<file path="src/rtl/rpn_stack_ctrl.sv">
// RPN stack sequencer: PUSH/CLEAR/errors and DROP of a depth-1 stack finish in 1 cycle, a DROP that refills top in 3, ALU ops in 4.
// cmd_ready is low while a multi-cycle command runs; cmd_valid seen while busy is dropped, not queued.
module rpn_stack_ctrl #(
  parameter int DW    = 8,
  parameter int AW    = 8,
  parameter int DEPTH = 256
) (
  input  logic          CLOCK_50,
  input  logic          reset_n,
  input  logic          cmd_valid,
  output logic          cmd_ready,
  input  logic [2:0]    cmd_op,
  input  logic [DW-1:0] cmd_data,
  output logic [AW-1:0] mem_addr,
  output logic [DW-1:0] mem_data,
  output logic          mem_wren,
  input  logic [DW-1:0] mem_q,
  output logic [DW-1:0] alu_a,
  output logic [DW-1:0] alu_b,
  output logic [1:0]    alu_op,
  input  logic [DW-1:0] alu_out,
  output logic [DW-1:0] top,
  output logic [AW:0]   depth,
  output logic          resp_valid,
  output logic          err_ovf,
  output logic          err_unf,
  output logic          err_op
);

  typedef enum logic [2:0] {
    S_IDLE,
    S_RD,
    S_CAP,
    S_WB,
    S_DRD,
    S_DCAP
  } state_t;

  localparam logic [2:0]  OP_PUSH   = 3'b000;
  localparam logic [2:0]  OP_ADD    = 3'b001;
  localparam logic [2:0]  OP_SUB    = 3'b010;
  localparam logic [2:0]  OP_MUL    = 3'b011;
  localparam logic [2:0]  OP_AND    = 3'b100;
  localparam logic [2:0]  OP_DROP   = 3'b101;
  localparam logic [2:0]  OP_CLEAR  = 3'b110;
  localparam logic [AW:0] DEPTH_MAX = (AW+1)'(DEPTH);
  localparam logic [AW:0] ONE       = (AW+1)'(1);
  localparam logic [AW:0] TWO       = (AW+1)'(2);

  state_t        state_q, state_d;
  logic [AW:0]   depth_q, depth_d;
  logic [DW-1:0] top_q, top_d;
  logic [AW-1:0] mem_addr_q, mem_addr_d;
  logic [DW-1:0] mem_data_q, mem_data_d;
  logic          mem_wren_q, mem_wren_d;
  logic [DW-1:0] alu_a_q, alu_a_d;
  logic [DW-1:0] alu_b_q, alu_b_d;
  logic [1:0]    alu_op_q, alu_op_d;
  logic          resp_valid_q, resp_valid_d;
  logic          err_ovf_q, err_ovf_d;
  logic          err_unf_q, err_unf_d;
  logic          err_op_q, err_op_d;

  logic          accept;
  logic [AW-1:0] addr_below;

  assign accept     = cmd_valid && (state_q == S_IDLE);
  // Second-from-top slot; modulo 2**AW so a completely full RAM still wraps correctly.
  assign addr_below = depth_q[AW-1:0] - AW'(2);

  always_comb begin
    state_d      = state_q;
    depth_d      = depth_q;
    top_d        = top_q;
    mem_addr_d   = mem_addr_q;
    mem_data_d   = mem_data_q;
    mem_wren_d   = 1'b0;
    alu_a_d      = alu_a_q;
    alu_b_d      = alu_b_q;
    alu_op_d     = alu_op_q;
    resp_valid_d = 1'b0;
    err_ovf_d    = err_ovf_q;
    err_unf_d    = err_unf_q;
    err_op_d     = err_op_q;

    case (state_q)
      S_IDLE: begin
        if (accept) begin
          err_ovf_d = 1'b0;
          err_unf_d = 1'b0;
          err_op_d  = 1'b0;
          case (cmd_op)
            OP_PUSH: begin
              resp_valid_d = 1'b1;
              if (depth_q == DEPTH_MAX) begin
                err_ovf_d = 1'b1;
              end else begin
                mem_addr_d = depth_q[AW-1:0];
                mem_data_d = cmd_data;
                mem_wren_d = 1'b1;
                depth_d    = depth_q + ONE;
                top_d      = cmd_data;
              end
            end
            OP_ADD, OP_SUB, OP_MUL, OP_AND: begin
              if (depth_q < TWO) begin
                err_unf_d    = 1'b1;
                resp_valid_d = 1'b1;
              end else begin
                mem_addr_d = addr_below;
                // 001..100 map onto ALU codes 00..11 by subtracting one in two bits
                alu_op_d   = cmd_op[1:0] - 2'd1;
                alu_b_d    = top_q;
                state_d    = S_RD;
              end
            end
            OP_DROP: begin
              if (depth_q == '0) begin
                err_unf_d    = 1'b1;
                resp_valid_d = 1'b1;
              end else if (depth_q == ONE) begin
                depth_d      = '0;
                top_d        = '0;
                resp_valid_d = 1'b1;
              end else begin
                depth_d    = depth_q - ONE;
                mem_addr_d = addr_below;
                state_d    = S_DRD;
              end
            end
            OP_CLEAR: begin
              depth_d      = '0;
              top_d        = '0;
              resp_valid_d = 1'b1;
            end
            default: begin
              err_op_d     = 1'b1;
              resp_valid_d = 1'b1;
            end
          endcase
        end
      end
      S_RD:  state_d = S_CAP;
      S_CAP: begin
        alu_a_d = mem_q;
        state_d = S_WB;
      end
      S_WB: begin
        mem_addr_d   = addr_below;
        mem_data_d   = alu_out;
        mem_wren_d   = 1'b1;
        top_d        = alu_out;
        depth_d      = depth_q - ONE;
        resp_valid_d = 1'b1;
        state_d      = S_IDLE;
      end
      S_DRD: state_d = S_DCAP;
      S_DCAP: begin
        top_d        = mem_q;
        resp_valid_d = 1'b1;
        state_d      = S_IDLE;
      end
      default: state_d = S_IDLE;
    endcase
  end

  always_ff @(posedge CLOCK_50) begin
    if (!reset_n) begin
      state_q      <= S_IDLE;
      depth_q      <= '0;
      top_q        <= '0;
      mem_addr_q   <= '0;
      mem_data_q   <= '0;
      mem_wren_q   <= 1'b0;
      alu_a_q      <= '0;
      alu_b_q      <= '0;
      alu_op_q     <= '0;
      resp_valid_q <= 1'b0;
      err_ovf_q    <= 1'b0;
      err_unf_q    <= 1'b0;
      err_op_q     <= 1'b0;
    end else begin
      state_q      <= state_d;
      depth_q      <= depth_d;
      top_q        <= top_d;
      mem_addr_q   <= mem_addr_d;
      mem_data_q   <= mem_data_d;
      mem_wren_q   <= mem_wren_d;
      alu_a_q      <= alu_a_d;
      alu_b_q      <= alu_b_d;
      alu_op_q     <= alu_op_d;
      resp_valid_q <= resp_valid_d;
      err_ovf_q    <= err_ovf_d;
      err_unf_q    <= err_unf_d;
      err_op_q     <= err_op_d;
    end
  end

  assign cmd_ready  = (state_q == S_IDLE);
  assign mem_addr   = mem_addr_q;
  assign mem_data   = mem_data_q;
  assign mem_wren   = mem_wren_q;
  assign alu_a      = alu_a_q;
  assign alu_b      = alu_b_q;
  assign alu_op     = alu_op_q;
  assign top        = top_q;
  assign depth      = depth_q;
  assign resp_valid = resp_valid_q;
  assign err_ovf    = err_ovf_q;
  assign err_unf    = err_unf_q;
  assign err_op     = err_op_q;

endmodule

</file>
<file path="config.mk">
export PLATFORM = sky130hd
export DESIGN_NAME = rpn_stack_ctrl
export DESIGN_NICKNAME = d
export VERILOG_FILES = /design/src/rtl/rpn_stack_ctrl.sv
export SDC_FILE = /design/constraint.sdc
export NUM_CORES = 1
export LEC_CHECK = 0
export ABC_CLOCK_PERIOD_IN_PS = 3100
export BUFFER_PORTS_ARGS = -buffer_cell sky130_fd_sc_hd__buf_4
export CORE_MARGIN = 10
export CORE_UTILIZATION = 30
export CTS_BUF_LIST = sky130_fd_sc_hd__clkbuf_4 sky130_fd_sc_hd__clkbuf_8 sky130_fd_sc_hd__clkbuf_16
export CTS_CLUSTER_DIAMETER = 150
export CTS_CLUSTER_SIZE = 30
export DETAILED_ROUTE_END_ITERATION = 10
export MAX_ROUTING_LAYER = met4
export PLACE_DENSITY = 0.53
export SYNTH_ARGS = -nofsm -noshare
export SYNTH_HDL_FRONTEND = slang
export SYNTH_SLANG_ARGS = --single-unit
</file>
<file path="constraint.sdc">
create_clock -name CLOCK_50 -period 3.1 [get_ports CLOCK_50]
set_input_delay 0.155 -clock CLOCK_50 [delete_from_list [all_inputs] [get_ports CLOCK_50]]
set_output_delay 0.155 -clock CLOCK_50 [all_outputs]
set_load 0.03 [all_outputs]
</file>
==> results of run 1 <==
-- cell type report --
cell class	count	area share
Clock inverter	6	0.0150
Sequential cell	59	0.272
Tap cell	140	0.0403
Inverter	9	0.00777
Multi-Input combinational cell	307	0.459
Clock buffer	10	0.0316
Timing Repair Buffer	101	0.174
-- critical path: cells and delay by family, from the launching register on --
kind                     cells  cell delay [ns]
AO/OA/AOI/OAI                3             0.60
buffers and inverters        2             0.41
AND/OR/NAND/NOR              2             0.86
flip-flops                   1             0.41
adder cells (fa/ha/maj)      1             0.23
-- cells in the final DEF, fill, tap and decap left out, types with 2 or more instances in the layout --
cell	synthesis	layout
a211oi_1	23	22
a21boi_0	2	2
a21oi_1	33	33
a22oi_1	8	8
a311oi_1	4	4
a31o_2	2	2
a31oi_1	13	13
and2_1	2	2
and3_1	2	2
buf_4	4	101
clkbuf_8	0	10
clkinv_2	0	2
clkinv_4	0	2
dfxtp_1	59	59
ha_1	11	11
inv_1	7	7
mux2i_1	20	20
nand2_1	36	36
nand2b_1	3	3
nand3_1	6	6
nand4_1	4	4
nand4b_1	2	2
nor2_1	49	49
nor2b_1	3	3
nor3_1	8	8
nor4_1	5	5
o2111ai_1	4	4
o211ai_1	2	2
o21a_1	3	3
o21ai_0	16	16
o21ai_1	2	2
o221a_2	3	3
o221ai_1	2	2
o311ai_0	2	2
o31ai_1	3	3
or3_1	4	4
xnor2_1	6	6
xor2_1	3	3
-- how the worst max path moves through the flow --
| stage | startpoint | end | slack [ns] |
|---|---|---|---|
| after floorplan | depth[2]$_SDFFE_PN0P_ | mem_addr[2]$_SDFFE_PN0P_ | 0.72 |
| after global placement | depth[1]$_SDFFE_PN0P_ | mem_addr[3]$_SDFFE_PN0P_ | 0.67 |
| after detailed placement | depth[1]$_SDFFE_PN0P_ | mem_addr[2]$_SDFFE_PN0P_ | 0.55 |
| after CTS | depth[1]$_SDFFE_PN0P_ | depth[3]$_SDFFE_PN0P_ | 0.52 |
| after global routing | depth[1]$_SDFFE_PN0P_ | mem_addr[2]$_SDFFE_PN0P_ | 0.25 |
| final | depth[1]$_SDFFE_PN0P_ | depth[3]$_SDFFE_PN0P_ | 0.49 |
-- cell families (layout without fill, tap and decap cells) --
kind of cell	Yosys count	count (layout)
flops	59	59
xor+xnor	9	9
mux	20	20
compound gates	130	130
buf+inv	41	126
simple gates	137	137
fa+ha+maj	11	11
-- registers in the layout, indices dropped and copies added (netlist names) --
| register | count |
|---|---|
| resp_valid | 1 |
| alu_a | 8 |
| err_op | 1 |
| mem_addr | 8 |
| depth | 9 |
| alu_op | 2 |
| top | 8 |
| err_unf | 1 |
| mem_data | 8 |
| err_ovf | 1 |
| mem_wren | 1 |
| state_q | 3 |
| alu_b | 8 |
-- through the flow --
step,std cells,util
floorplan,407,-
global placement,616,0.381
detailed placement,616,0.381
CTS,632,0.399
global route,632,0.399
finish,632,0.399
-- per-layer routing --
metal / wire length [um] / part of all wire / track usage
met3: 558 / 0.048 / 0.0289
met5: 0 / 0 / -
met2: 5470 / 0.47 / 0.228
met1: 5460 / 0.47 / 0.181
met4: 226 / 0.019 / 0.0455
-- where the power goes --
part | leakage, nW | internal [mW] | switching [mW] | total (mW)
logic | 1.21 | 0.576 | 0.956 | 1.53
registers | 0.480 | 0.892 | 0.139 | 1.03
clock network | 0.102 | 0.393 | 0.332 | 0.725
total | 1.79 | 1.86 | 1.43 | 3.29
==> impl_metrics.json, run 1 <==
{
  "tightest_slew_ns": 0.717,
  "worstHoldEndpoint": "alu_a[5]$_SDFFE_PN0N_",
  "fin_area_um2": 4350,
  "seq_area_frac_synth": 0.352,
  "crit_required_ns": 3.33,
  "reg2reg_to": "depth[3]$_SDFFE_PN0P_",
  "grt_pass1_wl_um": 18500,
  "wirelength_um": 11700,
  "wl_per_cell_um": 18.5,
  "synthTopCellsByArea": "dfxtp_1, mux2i_1, nor2_1, a211oi_1, a21oi_1",
  "outcome": "completed",
  "io_pins": 87,
  "dp_slack_ns": 0.553,
  "ctsHoldBuffers": 0,
  "drc_errors": 0,
  "drv_slew": 0,
  "maxCapViolations": 0,
  "synth_common_cells": "dfxtp_1, nor2_1, nand2_1",
  "grt_setup_unrepaired": "false",
  "rrSetupSlack_ns": 0.49,
  "synth_top_family_by_area": "compound AO/OA/AOI/OAI gates",
  "ff2ff_path_depth": 8,
  "fill_cells": 1145,
  "finalHoldViolations": 0,
  "row_count": 38,
  "grt_antenna_before_repair": 0,
  "syn_to_final_growth_pct": 29.6,
  "seqCellArea_um2": 1180,
  "drt_iter0_markers": 260,
  "whs_path_depth": 3,
  "fmax_mhz": 383,
  "grt_overflow": 0,
  "layout_setup_ws_ns": 0.489,
  "r2r-start": "depth[1]$_SDFFE_PN0P_",
  "drt_first_pass_iters": 6,
  "post_synth_and_or_nand_nor_area_fraction": 0.202,
  "fin_worst_skew_ns": 0.0135,
  "slowest_delay_ns": 0.55,
  "path_cells": "inv_1 > ha_1 > nor4bb_1 > nand4b_1 > a21oi_1 > buf_4 > a211oi_1 > o221a_2",
  "period_share": 0.842,
  "synthXorXnorAreaFrac": 0.0235,
  "cts_buffer_depth": 2,
  "core_um2": 10900,
  "die-area_um2": 15800,
  "synth_area_leader_cell": "dfxtp_1",
  "fin_nets": 528,
  "fin_tns_setup_ns": 0,
  "synth_top_area_share": 0.352,
  "hold_class": "in -> reg",
  "power.density_nw_per_um2": 756,
  "min_from": "mem_q[5]",
  "synthMostInstantiatedCell": "dfxtp_1",
  "syn_nets": 448,
  "syn_area_per_cell_um2": 8.25,
  "ant_nets": 0,
  "layout-drive-gt1-share": 0.266,
  "routed-via-count": 3410,
  "cts.repair.resized": 0,
  "end_kind": "flip-flop",
  "h-tree-depth": 3,
  "period_minus_slack_ns": 2.61,
  "synth_fa_ha_area_frac": 0.0410,
  "dieWidth_um": 126,
  "start_util": 0.308,
  "synth-seq-cells": 59,
  "syn_area_um2": 3360,
  "post-cts-setup-buffers": 0,
  "hold-worst-slack_ns": 0.0719,
  "gp_congestion": 0.932,
  "start_kind": "flip-flop",
  "worst-setup-path-type": "reg -> reg",
  "multi_input_area_um2": 2000,
  "place_area_um2": 4150,
  "tritoncts": "yes",
  "grt_max_degree": 30,
  "grt_usage": 0.144,
  "insertion_delay_ns": 0.34,
  "grt_pass1_vias": 3378,
  "path_clk_slew_ns": 0.08,
  "relSlewSlack": 0.519,
  "syn_inst": 407,
  "cts.sinks": 59,
  "num_antenna_cells": 0,
  "crit_arrival_ns": 2.85,
  "vdd_ir_drop_max_v": 0.000247,
  "critical_path.max_fanout": 9,
  "p_total_mw": 3.29,
  "die_h_um": 126,
  "yosys_warnings": 0,
  "post-dp-hpwl_um": 8640,
  "setup-violations-final": 0,
  "cts-buffers-inserted": 9,
  "synthArstFlopShare": 0,
  "synth_ff_type": "dfxtp_1",
  "p_leak_nw": 1.79,
  "drt-vias-per-instance": 5.40,
  "synthMuxAreaShare": 0.0596,
  "yosysUniqueCellTypes": 61,
  "cts_root_buffer": "clkbuf_8",
  "cpMaxStageDelayCell": "nor4bb_1",
  "synth_edf_count": 0,
  "portBuffers": 86,
  "synth_compound_area_frac": 0.268
}
(Power assumes the default switching activity.)
==> inputs of run 2 (changes only) <==
--- a/config.mk
+++ b/config.mk
@@ -5,7 +5,7 @@
 export SDC_FILE = /design/constraint.sdc
 export NUM_CORES = 1
 export LEC_CHECK = 0
-export ABC_CLOCK_PERIOD_IN_PS = 3100
+export ABC_CLOCK_PERIOD_IN_PS = 2300
 export BUFFER_PORTS_ARGS = -buffer_cell sky130_fd_sc_hd__buf_4
 export CORE_MARGIN = 10
 export CORE_UTILIZATION = 30
@@ -14,7 +14,7 @@
 export CTS_CLUSTER_SIZE = 30
 export DETAILED_ROUTE_END_ITERATION = 10
 export MAX_ROUTING_LAYER = met4
-export PLACE_DENSITY = 0.53
+export PLACE_DENSITY = 0.55
 export SYNTH_ARGS = -nofsm -noshare
 export SYNTH_HDL_FRONTEND = slang
 export SYNTH_SLANG_ARGS = --single-unit
==> constraint.sdc (replaced) <==
create_clock -name CLOCK_50 -period 2.3 [get_ports CLOCK_50]
set_input_delay 0.115 -clock CLOCK_50 [delete_from_list [all_inputs] [get_ports CLOCK_50]]
set_output_delay 0.115 -clock CLOCK_50 [all_outputs]
set_load 0.03 [all_outputs]
==> run 2 against run 1 <==
Net effect:
- non-clock buffer count rose by 24
- worst setup slack lost 0.40 ns
- die area stayed put
- final area increased by 5.1%
- critical path depth increased by 1
- critical endpoint is now state_q[0]$_SDFFE_PN0P_
- largest cell class unchanged
- largest power group unchanged
- highest routed layer unchanged
==> impl_metrics.json, run 2 (same netlist as run 1, synthesis figures left out) <==
{
  "fin_area_um2": 4570,
  "grt_usage": 0.143,
  "fin_nets": 552,
  "finalHoldViolations": 0,
  "rrSetupSlack_ns": 0.09,
  "portBuffers": 86,
  "maxCapViolations": 0,
  "cpMaxStageDelayCell": "or4b_4",
  "grt_overflow": 0,
  "post-dp-hpwl_um": 8690,
  "io_pins": 87,
  "grt_max_degree": 24,
  "layout_commonest_cell": "buf_4",
  "drt-vias-per-instance": 5.25,
  "crit_required_ns": 2.52,
  "whs_path_depth": 3,
  "r2r-start": "depth[1]$_SDFFE_PN0P_",
  "row_count": 38,
  "cts-buffers-inserted": 9,
  "drt_first_pass_iters": 5,
  "fmax_mhz": 452,
  "num_antenna_cells": 0,
  "fin_tns_setup_ns": 0,
  "start_util": 0.308,
  "ant_nets": 0,
  "drt_iter0_markers": 416,
  "tritoncts": "yes",
  "worst-setup-path-type": "reg -> reg",
  "ctsHoldBuffers": 0,
  "cpMostUsedCell": "o21ai_0",
  "path_clk_slew_ns": 0.07,
  "hold-worst-slack_ns": 0.0246,
  "cts.sinks": 59,
  "critical_path.max_fanout": 5,
  "worstHoldEndpoint": "alu_a[3]$_SDFFE_PN0N_",
  "setup-violations-final": 0,
  "grt_antenna_before_repair": 0,
  "grt_pass1_vias": 3308,
  "crit_arrival_ns": 2.43,
  "slowest_delay_ns": 0.51,
  "die_h_um": 126,
  "end_kind": "flip-flop",
  "routed-via-count": 3443,
  "path_cells": "inv_1 > buf_4 > ha_2 > or4b_4 > nor3_4 > buf_4 > o21ai_0 > o21ai_0 > o21ai_0",
  "hold_class": "in -> reg",
  "fin_worst_skew_ns": 0.00700,
  "grt_pass1_wl_um": 18200,
  "min_from": "mem_q[3]",
  "grt_setup_unrepaired": "false",
  "period_share": 0.963,
  "fill_cells": 1111,
  "wl_per_cell_um": 17.5,
  "gp_congestion": 0.932,
  "core_um2": 10900,
  "relSlewSlack": 0.539,
  "wirelength_um": 11500,
  "dieWidth_um": 126,
  "tightest_slew_ns": 0.689,
  "place_area_um2": 4320,
  "syn_to_final_growth_pct": 36.1,
  "layout_common_cells": "buf_4, dfxtp_1, nor2_1",
  "die-area_um2": 15800,
  "period_minus_slack_ns": 2.21,
  "insertion_delay_ns": 0.35,
  "ff2ff_path_depth": 9,
  "power.density_nw_per_um2": 1010,
  "layout-drive-gt1-share": 0.314,
  "reg2reg_to": "state_q[0]$_SDFFE_PN0P_",
  "start_kind": "flip-flop",
  "vdd_ir_drop_max_v": 0.000441,
  "drc_errors": 0,
  "cts_root_buffer": "clkbuf_8",
  "cts_buffer_depth": 2,
  "outcome": "completed",
  "largest_register_ff_count": 9,
  "p_leak_nw": 1.91,
  "drv_slew": 0,
  "h-tree-depth": 3
}
-- run 2: worst max-delay path by stage --
| stage | startpoint | end | slack, ns | cells after the start |
|---|---|---|---|---|
| final | depth[1]$_SDFFE_PN0P_ | state_q[0]$_SDFFE_PN0P_ | 0.09 | 9 |
| after global routing | depth[1]$_SDFFE_PN0P_ | err_unf$_SDFFE_PN0P_ | 0.008 | 9 |
| after CTS | depth[1]$_SDFFE_PN0P_ | mem_addr[3]$_SDFFE_PN0P_ | 0.07 | 8 |
| after global placement | depth[0]$_SDFFE_PN0P_ | mem_data[6]$_SDFFE_PN0P_ | 0.14 | 7 |
| after floorplan | depth[2]$_SDFFE_PN0P_ | mem_addr[2]$_SDFFE_PN0P_ | 0.005 | 9 |
| after detailed placement | depth[0]$_SDFFE_PN0P_ | mem_data[0]$_SDFFE_PN0P_ | -0.03 | 7 |
-- run 2: stage by stage --
| stage | util | power [mW] | cells | setup slack [ns] |
|---|---|---|---|---|
| after global routing | 0.420 | 4.90 | 656 | 0.00821 |
| after floorplan | - | 2.78 | 407 | 0.00500 |
| after global placement | 0.397 | 3.59 | 638 | 0.135 |
| final | 0.420 | 4.61 | 656 | 0.0857 |
| after CTS | 0.416 | 4.59 | 654 | 0.0686 |
| after detailed placement | 0.397 | 3.60 | 638 | -0.0302 |
-- run 2: worst max-delay path: cells and delay by family (launching register included) --
family / cells / cell delay (ns)
simple gates: 2 / 0.74
compound gates: 3 / 0.47
buf+inv: 3 / 0.35
flops: 1 / 0.32
fa+ha+maj: 1 / 0.20
-- run 2: layer usage --
metal	up-vias	track usage	routed length (um)
met5	-	-	0
met2	121	0.216	5310
met3	15	0.0331	603
li1	1706	-	-
met1	1601	0.183	5400
met4	0	0.0496	172
-- run 2: where the power goes --
| group | switching (mW) | leakage [nW] | total, mW | internal, mW |
|---|---|---|---|---|
| combinational | 1.38 | 1.33 | 2.31 | 0.934 |
| clock | 0.438 | 0.0987 | 0.967 | 0.529 |
| sequential | 0.130 | 0.480 | 1.33 | 1.20 |
-- run 2: cell type report --
type                            count  area (um2)  share of cell area
Clock buffer                       10         138              0.0301
Clock inverter                      6        63.8              0.0140
Sequential cell                    59        1180               0.259
Timing Repair Buffer              125         938               0.205
Inverter                            9        33.8             0.00739
Multi-Input combinational cell    307        2040               0.446
Tap cell                          140         175              0.0383
-- run 2: what timing repair did --
action / CTS / global route
pin swaps: 0 / 1
gates cloned: 0 / 0
buffers inserted: 0 / 2
gates resized for setup: 1 / 5
setup endpoints to repair: 2 / 18
